$ cat config.mk
export PLATFORM = sky130hd
export DESIGN_NAME = timing_sequencer
export DESIGN_NICKNAME = d
export VERILOG_FILES = /design/src/rtl/timing_sequencer.sv
export SDC_FILE = /design/constraint.sdc
export NUM_CORES = 1
export LEC_CHECK = 0
export BUFFER_PORTS_ARGS = -buffer_cell sky130_fd_sc_hd__buf_2
export CAP_MARGIN = 20
export CORE_MARGIN = 1.5
export CORE_UTILIZATION = 30
export CTS_BUF_LIST = sky130_fd_sc_hd__clkbuf_16
export CTS_CLUSTER_SIZE = 10
export DETAILED_ROUTE_END_ITERATION = 12
export GPL_TIMING_DRIVEN = 0
export SLEW_MARGIN = 20
export SYNTH_ARGS = -nofsm -noshare
export SYNTH_HDL_FRONTEND = slang
export SYNTH_SLANG_ARGS = --single-unit
$ cat constraint.sdc
create_clock -name CLK -period 1.9 [get_ports CLK]
set_input_delay 0.38 -clock CLK [delete_from_list [all_inputs] [get_ports CLK]]
set_output_delay 0.38 -clock CLK [all_outputs]
set_load 0.1 [all_outputs]
$ cat src/rtl/timing_sequencer.sv
// timing_sequencer
// Step counter with a one-hot decoder. The decoder produces the timing strobes
// T0..T(N-1) for the CPU control unit. Each clock the count clears, loads,
// advances or holds. It wraps at LAST_STEP rather than at 2^W-1. WRAP flags
// each wrap, and LD_ERR flags each load whose value is out of range.
//
// Parameters:
//   W          step counter width (1..6)
//   LAST_STEP  highest step before wrap-around (0..2^W-1)
// Ports:
//   CLK     system clock, rising edge
//   RST     synchronous active-high reset
//   CLR     synchronous clear of the step count
//   LD      load LD_VAL (saturates at LAST_STEP)
//   LD_VAL  value to load
//   INC     advance the step count by one, modulo LAST_STEP+1
//   EN      output enable for OUT only
//   STEP    registered step count
//   OUT     one-hot decode of STEP gated by EN (combinational)
//   WRAP    one-cycle pulse after a LAST_STEP -> 0 increment
//   LD_ERR  one-cycle pulse after a load with LD_VAL > LAST_STEP
module timing_sequencer #(
  parameter int W         = 4,
  parameter int LAST_STEP = (1 << W) - 1
) (
  input  logic                CLK,
  input  logic                RST,
  input  logic                CLR,
  input  logic                LD,
  input  logic [W-1:0]        LD_VAL,
  input  logic                INC,
  input  logic                EN,
  output logic [W-1:0]        STEP,
  output logic [(1<<W)-1:0]   OUT,
  output logic                WRAP,
  output logic                LD_ERR
);

  localparam int N = 1 << W;

  // Reject parameter sets that cannot be built.
  if (W < 1 || W > 6) begin : g_bad_w
    $fatal(1, "timing_sequencer: W=%0d outside legal range 1..6", W);
  end
  if (LAST_STEP < 0 || LAST_STEP > N - 1) begin : g_bad_last
    $fatal(1, "timing_sequencer: LAST_STEP=%0d outside legal range 0..%0d",
           LAST_STEP, N - 1);
  end

  localparam logic [W-1:0] LAST_VAL = W'(LAST_STEP);

  logic [W-1:0] step_reg, step_next;
  logic         wrap_reg, wrap_next;
  logic         ld_err_reg, ld_err_next;

  // Command decode in priority order CLR > LD > INC > hold. RST is handled in
  // the register block. Both pulses default low, so each pulse lasts exactly
  // one cycle unless the same event happens again.
  always_comb begin
    step_next   = step_reg;
    wrap_next   = 1'b0;
    ld_err_next = 1'b0;
    if (CLR) begin
      step_next = '0;
    end else if (LD) begin
      if (LD_VAL > LAST_VAL) begin
        step_next   = LAST_VAL;
        ld_err_next = 1'b1;
      end else begin
        step_next = LD_VAL;
      end
    end else if (INC) begin
      if (step_reg == LAST_VAL) begin
        // This branch also covers LAST_STEP = 0: the count stays at 0 and
        // every INC raises WRAP.
        step_next = '0;
        wrap_next = 1'b1;
      end else begin
        step_next = step_reg + W'(1);
      end
    end
  end

  always_ff @(posedge CLK) begin
    if (RST) begin
      step_reg   <= '0;
      wrap_reg   <= 1'b0;
      ld_err_reg <= 1'b0;
    end else begin
      step_reg   <= step_next;
      wrap_reg   <= wrap_next;
      ld_err_reg <= ld_err_next;
    end
  end

  assign STEP   = step_reg;
  assign WRAP   = wrap_reg;
  assign LD_ERR = ld_err_reg;

  // Decoder: strobes above LAST_STEP are tied low. STEP can never reach those
  // values, so their compare logic is not needed.
  for (genvar gi = 0; gi < N; gi++) begin : g_dec
    if (gi > LAST_STEP) begin : g_unused
      assign OUT[gi] = 1'b0;
    end else begin : g_used
      assign OUT[gi] = EN && (step_reg == W'(gi));
    end
  end

endmodule

==> impl_metrics.tcl <==
set metrics [dict create \
    grt_pass1_wl_mm 1.73 \
    drtIter0Drc 1 \
    ys_ff_latch 5 \
    critical_path.startpoint_type "flip-flop" \
    critPathCaptureType "output pin" \
    p_sw_uw 199 \
    via_per_inst 4.75 \
    syn2layout_area_growth_pct 127 \
    synth-xor-area-share_pct 4.12 \
    dpl_cell_area_um2 843 \
    antenna_found_initial 0 \
    crit_required_ns 1.52 \
    initial_utilization_pct 32.3 \
    pwr-share-comb_pct 26.9 \
    cp.depth 4 \
    rsz0062_at_grt "false" \
    regToRegSetupSlack_ns 0.67 \
    min_period_ns 1.83 \
    synth_compound_area_share_pct 13.5 \
    cp-startpoint "STEP[2]" \
    dr.pass1.iters 2 \
    port_buffers 29 \
    cts_max_level 1 \
    netlist_area_um2 425 \
    outcome "completed" \
    final_layout_size_suffix_gt1_share_pct 75.5 \
    core_um2 1320 \
    slowest_delay_ns 0.33 \
    grt_start_max_net_pins 11 \
    min_from "RST" \
    critPathBufInv 2 \
    vias 518 \
    cts_buffers 3 \
    yosysUniqueCellTypes 22 \
    seq_power_share_pct 18.3 \
    p_int_uw 421 \
    cts_root_buffer "clkbuf_16" \
    routed_wl_mm 1.17 \
    avgSynthCellArea_um2 6.97 \
    peakVddDrop_mv 0.440 \
    finalSetupViolCount 0 \
    fmax_ghz 0.546 \
    io_pins 32 \
    synthSimpleGateAreaFrac_pct 37.1 \
    gr-total-overflow 0 \
    postCtsHoldBufs 0 \
    crit_path_frequent_cell "buf_4" \
    finish.utilization_pct 73.3 \
    crit_end "OUT[10]" \
    rows 13 \
    finClkSkew_ns 0.000585 \
    path_cells "buf_4, nand2b_2, nor2_4, buf_4" \
    final.setup.worst_slack_ns 0.0700 \
    min_path_type "in -> reg" \
    yosysSeqAreaShare_pct 23.5 \
    antennaDiodeCount 0 \
    fillers 97 \
    max_cap_viol_count 0 \
    reg2reg_from "STEP[1]" \
    cpLargestDelayFamily "buffers and inverters" \
    synthMuxAreaShare_pct 0 \
    hold_violations 0 \
    place_ws_ns 0.146 \
    synth_warnings 0 \
    tns_ns 0 \
    drcViolationCount 0 \
    syn_nets 75 \
    crit_type "reg -> out" \
    switching_share_pct 32.1 \
    final_area_um2 966 \
    die_h_um 40.7 \
    critPathMaxFanout 10 \
    clk_path_buf_depth 2 \
    routedWlPerCell_um 10.7 \
    finalPower_uw 620 \
    cp.arrival_ns 1.45 \
    dieArea_um2 1650 \
    powerDensity_nw_per_um2 642 \
    gp_congestion 0.736 \
    cts_tree "done" \
    worstReg2RegEnd "STEP[2]" \
    r2r_cells 4 \
    ff_latch_area_um2 115 \
    clkTransAtPathRegs_ns 0.03 \
    multi_input_area_um2 518 \
    nets 109 \
    postCtsSetupRepairBufs 0 \
    clock-sinks 5 \
    synth_fa_ha_area_share_pct 11.8 \
    synth_top_family_by_area "simple AND/OR/NAND/NOR gates" \
    netlist_instances 61 \
    slowest_stage "dfxtp_4" \
    ant_nets 0 \
    period_share_pct 96.3 \
    grt_pass1_vias 398 \
    slew_violations 0 \
    clkPwrFrac_pct 54.9 \
    die-width_um 40.7 \
    p_leak_uw 0.000385 \
    hpwlAfterDp_um 964 \
    grt_use_total_pct 17.3 \
    clk_latency_ns 0.23 \
]
worst min path at each step:
stage | to | slack (ns) | cells after the start
2_1_floorplan | STEP[2] | 0.44 | 1
6_report | STEP[2] | 0.34 | 2
5_1_grt | STEP[2] | 0.35 | 2
3_5_place_dp | STEP[0] | 0.56 | 2
3_3_place_gp | STEP[0] | 0.55 | 2
4_1_cts | STEP[2] | 0.34 | 2
power groups by stage:
| stage | logic [uW] | clock network (uW) | registers [uW] |
|---|---|---|---|
| finish | 167 | 340 | 113 |
| global route | 175 | 356 | 114 |
| CTS | 168 | 348 | 114 |
| detailed placement | 165 | 0 | 115 |
| global placement | 164 | 0 | 115 |
| floorplan | 109 | 0 | 141 |
cell type report:
| class | instances | share of cell area (%) |
|---|---|---|
| buffer | 4 | 3.11 |
| clock buffer | 3 | 7.77 |
| clock inverter | 1 | 0.389 |
| inverter | 3 | 1.68 |
| multi-input combinational | 49 | 53.6 |
| sequential | 5 | 11.9 |
| tap | 15 | 1.94 |
| timing repair buffer | 29 | 19.6 |
kinds of logic after synthesis:
kind of cell	Yosys count
AO/OA/AOI/OAI	7
XOR/XNOR	2
adder cells (fa/ha/maj)	4
buffers and inverters	7
flip-flops	5
other	1
AND/OR/NAND/NOR	35
flip-flops by register name, indices dropped and copies added, names as in the netlist:
register  count
STEP          4
WRAP          1
repair_timing:
item,CTS,global route
resized for setup,11,6
setup endpoints to repair,11,6
cloned,0,0
pin swaps,0,0
routing by layer:
metal,GRT usage [%],vias up,part of all wire (%)
met5,0,-,0
met4,10.0,0,3.1
met3,9.78,5,5.9
met2,27.0,20,50
met1,18.0,226,41
li1,-,267,-
cells in the final DEF (no fill, tap or decap), drive strengths merged:
| cell type | Yosys | routed |
|---|---|---|
| nor3 | 4 | 4 |
| buf | 4 | 28 |
| ha | 4 | 4 |
| o21ai | 1 | 1 |
| nand4 | 1 | 1 |
| nand2b | 3 | 3 |
| a31oi | 1 | 1 |
| o211ai | 1 | 1 |
| xor2 | 2 | 2 |
| nor2 | 15 | 15 |
| o211a | 1 | 1 |
| nor3b | 1 | 1 |
| clkbuf | 0 | 8 |
| a21oi | 1 | 1 |
| nand3 | 4 | 4 |
| dfxtp | 5 | 5 |
| o32ai | 1 | 1 |
| a2111oi | 1 | 1 |
| conb | 1 | 1 |
| nand2 | 7 | 7 |
| inv | 3 | 4 |
worst register-to-register path, delay by kind of cell, from the launching register on:
| family | cells | cell delay, ns |
|---|---|---|
| and+or+nand+nor | 1 | 0.05 |
| AOI/OAI and AO/OA | 1 | 0.36 |
| xor gates and xnor gates | 1 | 0.14 |
| DFF | 1 | 0.39 |
| adders and majority gates | 1 | 0.17 |
per-stage QoR:
| stage | instances | hold slack [ns] |
|---|---|---|
| 4_1_cts | 109 | 0.342 |
| 5_1_grt | 109 | 0.345 |
| 6_report | 109 | 0.340 |
| 3_3_place_gp | 105 | 0.552 |
| 2_1_floorplan | 61 | 0.440 |
| 3_5_place_dp | 105 | 0.555 |
cell usage after synthesis:
| cell type | count | area, um2 |
|---|---|---|
| a2111oi_2 | 1 | 15.0 |
| a21oi_1 | 1 | 5.00 |
| a31oi_1 | 1 | 6.26 |
| buf_2 | 1 | 5.00 |
| buf_4 | 3 | 22.5 |
| conb_1 | 1 | 3.75 |
| dfxtp_1 | 5 | 100 |
| ha_1 | 4 | 50.1 |
| inv_1 | 3 | 11.3 |
| nand2_1 | 6 | 22.5 |
| nand2_2 | 1 | 6.26 |
| nand2b_1 | 3 | 18.8 |
| nand3_1 | 4 | 20.0 |
| nand4_1 | 1 | 6.26 |
| nor2_1 | 15 | 56.3 |
| nor3_1 | 4 | 20.0 |
| nor3b_1 | 1 | 7.51 |
| o211a_1 | 1 | 10.0 |
| o211ai_1 | 1 | 7.51 |
| o21ai_0 | 1 | 5.00 |
| o32ai_1 | 1 | 8.76 |
| xor2_1 | 2 | 17.5 |
No activity file was read; power rests on OpenSTA's default activity.
